`src/rtl/bubble_collision_ctrl.sv`:
```
// Per-pixel arrow/bubble/player collision arbiter plus level/game FSM, score, lives and invulnerability.
// Latency: arrowHit combinational in the same cycle; arrowClear, lifeLost and all counters follow one cycle later.
// Backpressure: none; inputs are consumed every cycle and pulses are never held or replayed.
module bubble_collision_ctrl #(
    parameter int BUBBLE_COUNT   = 7,
    parameter int START_LIVES    = 3,
    parameter int POINTS_PER_POP = 10,
    parameter int MAX_SCORE      = 9999,
    parameter int INVULN_FRAMES  = 60
) (
    input  logic        clk,
    input  logic        resetN,
    input  logic        startOfFrame,
    input  logic        start,
    input  logic        bubbleDR,
    input  logic        arrowDR,
    input  logic        playerDR,
    output logic        arrowHit,
    output logic        arrowClear,
    output logic        lifeLost,
    output logic        levelDone,
    output logic        gameOver,
    output logic        playing,
    output logic [13:0] score,
    output logic [2:0]  lives,
    output logic [3:0]  bubblesLeft
);

    typedef enum logic [1:0] {IDLE, PLAY, LEVEL_CLEAR, GAME_OVER} state_t;

    state_t      state, state_nx;
    logic [13:0] score_nx;
    logic [2:0]  lives_nx;
    logic [3:0]  left_nx;
    logic [7:0]  invulnCnt, invuln_nx;
    logic        armed, armed_nx;
    logic        playerColl, coll_nx;
    logic        clear_nx, lost_nx;
    logic [14:0] score_sum;
    logic [13:0] score_sat;
    logic        last_pop;
    logic        lose;

    assign arrowHit  = bubbleDR & arrowDR & armed & (state == PLAY);
    assign levelDone = (state == LEVEL_CLEAR);
    assign gameOver  = (state == GAME_OVER);
    assign playing   = (state == PLAY);

    assign score_sum = {1'b0, score} + 15'(POINTS_PER_POP);
    assign score_sat = (score_sum > 15'(MAX_SCORE)) ? 14'(MAX_SCORE) : score_sum[13:0];
    assign last_pop  = arrowHit & (bubblesLeft == 4'd1);
    // Clearing the level in the same cycle discards a pending collision
    assign lose      = startOfFrame & playerColl & ~last_pop;

    always_comb begin
        state_nx  = state;
        score_nx  = score;
        lives_nx  = lives;
        left_nx   = bubblesLeft;
        invuln_nx = invulnCnt;
        armed_nx  = armed;
        coll_nx   = playerColl;
        clear_nx  = 1'b0;
        lost_nx   = 1'b0;
        case (state)
            IDLE, GAME_OVER: begin
                if (start) begin
                    state_nx  = PLAY;
                    score_nx  = '0;
                    lives_nx  = 3'(START_LIVES);
                    left_nx   = 4'(BUBBLE_COUNT);
                    invuln_nx = '0;
                    armed_nx  = 1'b1;
                    coll_nx   = 1'b0;
                end
            end
            LEVEL_CLEAR: begin
                if (start) begin
                    state_nx = PLAY;
                    left_nx  = 4'(BUBBLE_COUNT);
                    armed_nx = 1'b1;
                end
            end
            PLAY: begin
                if (arrowHit) begin
                    armed_nx = 1'b0;
                    clear_nx = 1'b1;
                    left_nx  = bubblesLeft - 4'd1;
                    score_nx = score_sat;
                end
                // Frame start re-arms even when a hit lands on the same cycle
                if (startOfFrame) armed_nx = 1'b1;
                if (lose) begin
                    lives_nx  = lives - 3'd1;
                    lost_nx   = 1'b1;
                    invuln_nx = 8'(INVULN_FRAMES);
                    coll_nx   = 1'b0;
                end else begin
                    if (startOfFrame && invulnCnt != 8'd0) invuln_nx = invulnCnt - 8'd1;
                    if (invulnCnt == 8'd0 && bubbleDR && playerDR) coll_nx = 1'b1;
                end
                if (last_pop) begin
                    state_nx = LEVEL_CLEAR;
                    armed_nx = 1'b0;
                    coll_nx  = 1'b0;
                end else if (lose && lives == 3'd1) begin
                    state_nx = GAME_OVER;
                    armed_nx = 1'b0;
                    coll_nx  = 1'b0;
                end
            end
            default: state_nx = IDLE;
        endcase
    end

    always_ff @(posedge clk) begin
        if (!resetN) begin
            state       <= IDLE;
            score       <= '0;
            lives       <= '0;
            bubblesLeft <= '0;
            invulnCnt   <= '0;
            armed       <= 1'b0;
            playerColl  <= 1'b0;
            arrowClear  <= 1'b0;
            lifeLost    <= 1'b0;
        end else begin
            state       <= state_nx;
            score       <= score_nx;
            lives       <= lives_nx;
            bubblesLeft <= left_nx;
            invulnCnt   <= invuln_nx;
            armed       <= armed_nx;
            playerColl  <= coll_nx;
            arrowClear  <= clear_nx;
            lifeLost    <= lost_nx;
        end
    end

endmodule
```
`config.mk`:
```
export PLATFORM = sky130hd
export DESIGN_NAME = bubble_collision_ctrl
export DESIGN_NICKNAME = d
export VERILOG_FILES = /design/src/rtl/bubble_collision_ctrl.sv
export SDC_FILE = /design/constraint.sdc
export NUM_CORES = 1
export LEC_CHECK = 0
export CAP_MARGIN = 20
export CORE_MARGIN = 3
export CORE_UTILIZATION = 54
export DETAILED_ROUTE_END_ITERATION = 12
export HOLD_SLACK_MARGIN = 0.02
export PLACE_DENSITY = 0.89
export SLEW_MARGIN = 0
export SYNTH_ARGS = -nofsm -noshare
export SYNTH_HDL_FRONTEND = slang
export SYNTH_SLANG_ARGS = --single-unit
```
`constraint.sdc`:
```
create_clock -name clk -period 3.15 [get_ports clk]
set_clock_uncertainty 0.05 [all_clocks]
set_input_delay 0.63 -clock clk [delete_from_list [all_inputs] [get_ports clk]]
set_output_delay 0.63 -clock clk [all_outputs]
set_load 0.05 [all_outputs]
```
==> summary.md <==
| Metric | Value |
|---|---|
| Run status | finished clean |
| Resized cells post-CTS | 0 |
| Mapped Avg Cell Area | 7.95 sq um |
| Multi-input logic area | 0.00143 sq mm |
| Reg-to-Reg End | score[3] |
| Vias in the first global route | 1933 |
| Psw | 347 uW |
| Core ar. | 0.00385 sq mm |
| Via density | 6.03 |
| Asr flop ratio synth | 0 |
| Sequential fraction of design power | 0.440 |
| Number of detailed-route iterations in the first pass | 5 |
| R2R depth | 7 |
| Dpl ws | 436 ps |
| Slew HR | 0.635 |
| Via count | 2194 |
| Final ANT Viol Nets | 0 |
| Worst vdd ir | 0.368 mV |
| Mapped cell area | 0.00227 sq mm |
| Post-CTS setup buffer count | 0 |
| Max Slew Vio Count | 0 |
| Max Freq | 0.360 GHz |
| Setup crit start kind | flip-flop |
| Clk buf depth | 2 |
| Max Cap Viol | 0 |
| CP required | 3260 ps |
| Num CTS Buffers | 5 |
| Static leakage power | 1.04 nW |
| Hold WC Path Type | reg2reg |
| Setup TNS | 0 ps |
| Clock Sinks | 35 |
| Crit path DAT | 2890 ps |
| CP Max Fanout | 11 |
| Crit end category | flip-flop |
| YS warnings | 0 |
| Cells after Synth | 285 |
| Avg WL per Cell | 15.0 microns |
| Input/output buffers | 33 |
| Total GRT Usage | 0.222 |
| Initial antenna violation count | 0 |
| # DRC | 0 |
| Die area | 0.00501 sq mm |
| Mapped Nets | 303 |
| Post-route insts no fill | 364 |
| Hold EP | score[0] |
| Placed Instances | 356 |
| Most frequent cells in the layout | 35 x dfxtp_1, 32 x clkdlybuf4s50_1, 27 x nor2_1 |
| Row count | 22 |
| Final core utilization | 0.706 |
| Worst Hold Launch | score[0] |
| Most used DFF post-synth | dfxtp_1 |
| Most common cell after layout, fill and taps aside | dfxtp_1 |
| Fill count | 306 |
| Flop-to-flop setup slack | 370 ps |
| Antenna Diode Count | 0 |
| Layout cells sized above 1 | 0.0759 |
| Int Pwr | 772 uW |
| Synth-to-layout area growth | 20.0% |
| Post-synth EDFFs | 0 |
| Actual slew at the worst max-slew pin | 546 ps |
| Crit Path Class | reg2reg |
| Synthesized flop and latch total | 35 |
| Final min period | 2780 ps |
| Global-route wire length before repair | 9.16 mm |
| Clk pin slew, worst setup/hold paths | 70 ps |
| RSZ-0062 raised after global routing | no |
| Critical R2R Launch | score[1] |
| Clock power frac | 0.324 |
| Congestion Overflow GR | 0 |
| Initial Utilization | 0.588 |
| Fin. Hold Viols | 0 |
| Ports | 34 |
| Combinational power share | 0.235 |
| Drt initial violations | 164 |
| Net Sw Frac | 0.310 |
| Worst hold path stage count | 2 |
| Placed wire-length estimate | 3.94 mm |
| Seq. cell area | 701 sq um |
| Final period utilization | 0.882 |
| Sequential area share after synthesis | 0.309 |
| Routability cong. | 0.894 |
| Die width | 70.8 microns |
| CTS H-tree lvls | 2 |
| Final setup violating endpoints | 0 |
| WL final | 5.48 mm |
| Clock Latency Late Sink | 290 ps |
| Root Buffer | clkbuf_8 |
| Number of distinct library cells after synthesis | 53 |
| Chip height | 70.8 microns |
| CTS tree | built |
| Power per cell area | 411 mW/mm^2 |
| Post-route setup slack | 372 ps |
| Largest net degree at the start of global routing | 20 |
| Hold buffer count at cts | 0 |
| Final nets | 333 |
[per-stage QoR]
stage                     cell area [sq um]  hold WS (ps)  power [mW]
after floorplan                        2270           399       0.694
after global placement                 2620           426       0.756
after detailed placement               2620           440       0.763
after CTS                              2720           450        1.12
after global routing                   2720           473        1.18
final                                  2720           448        1.12
[flip-flops by register name, indices dropped and copies added (netlist names)]
signal,count
playerColl,1
state,2
bubblesLeft,4
arrowClear,1
lives,3
armed,1
invulnCnt,8
lifeLost,1
score,14
[Yosys cell counts (2+ instances only)]
| cell type | instances | area [sq um] |
|---|---|---|
| nor3b_1 | 2 | 15.0 |
| a21boi_1 | 4 | 30.0 |
| a31oi_1 | 4 | 25.0 |
| xor2_1 | 4 | 35.0 |
| nor4_1 | 5 | 31.3 |
| o32a_1 | 2 | 20.0 |
| buf_6 | 2 | 22.5 |
| buf_4 | 4 | 30.0 |
| o21ai_0 | 14 | 70.1 |
| xnor2_1 | 8 | 70.1 |
| o31ai_1 | 5 | 37.5 |
| o21ai_1 | 5 | 25.0 |
| or3_1 | 2 | 12.5 |
| nor3_1 | 7 | 35.0 |
| a211oi_1 | 3 | 22.5 |
| a21o_1 | 3 | 22.5 |
| and3_1 | 7 | 43.8 |
| mux2i_1 | 2 | 20.0 |
| nand2_1 | 26 | 97.6 |
| ha_1 | 11 | 138 |
| a21boi_0 | 2 | 15.0 |
| o211ai_1 | 4 | 30.0 |
| nor2_1 | 27 | 101 |
| nand2b_1 | 4 | 25.0 |
| dfxtp_1 | 35 | 701 |
| clkbuf_1 | 9 | 33.8 |
| nand3_1 | 18 | 90.1 |
| a22o_1 | 2 | 17.5 |
| a32o_1 | 2 | 20.0 |
| inv_1 | 13 | 48.8 |
| nor2b_1 | 4 | 25.0 |
| a21oi_1 | 21 | 105 |
| and2_1 | 4 | 25.0 |
[power by group through the flow]
| stage | clock network, mW | logic, mW | registers, mW |
|---|---|---|---|
| finish | 0.363 | 0.263 | 0.493 |
| CTS | 0.366 | 0.262 | 0.492 |
| global placement | 0 | 0.255 | 0.502 |
| global route | 0.386 | 0.294 | 0.497 |
| floorplan | 0 | 0.171 | 0.524 |
| detailed placement | 0 | 0.260 | 0.503 |
[routing by layer]
| metal | GRT usage | vias up | routed length, microns |
|---|---|---|---|
| li1 | - | 1081 | - |
| met1 | 0.324 | 1014 | 2480 |
| met2 | 0.339 | 87 | 2530 |
| met3 | 0.0384 | 12 | 390 |
| met4 | 0.0585 | 0 | 70 |
| met5 | 0 | - | 0 |
[layout make-up]
| class | instances | area share |
|---|---|---|
| timing repair buffer | 39 | 0.142 |
| inverter | 13 | 0.0179 |
| tap | 48 | 0.0221 |
| clock buffer | 8 | 0.0368 |
| sequential | 35 | 0.257 |
| multi-input combinational | 221 | 0.524 |
[kinds of logic (layout without fill, tap and decap cells)]
kind of cell | count (synthesis) | after routing | synth area share
simple gates | 117 | 117 | 0.270
compound gates | 78 | 78 | 0.238
flops | 35 | 35 | 0.309
mux | 3 | 3 | 0.0138
buf+inv | 29 | 60 | 0.0618
xor+xnor | 12 | 12 | 0.0464
fa+ha+maj | 11 | 11 | 0.0607
[how the worst max path moves through the flow]
stage                     startpoint         to  slack, ps  depth (start not counted)
after CTS                   score[1]   score[3]        380                          7
after global placement      score[4]   score[7]        480                          6
after global routing        score[4]   score[3]        190                          6
after floorplan             score[2]  score[10]        290                          8
final                       score[1]   score[3]        370                          7
after detailed placement    score[1]   score[7]        440                          7
[critical path: stages, from the launching register on]
cell	delay (ps)
dfxtp_1	560
ha_1	400
nor2_4	100
or3_1	370
xnor2_1	150
or4b_1	520
o21bai_4	340
o211ai_1	150
(Power assumes the default switching activity.)
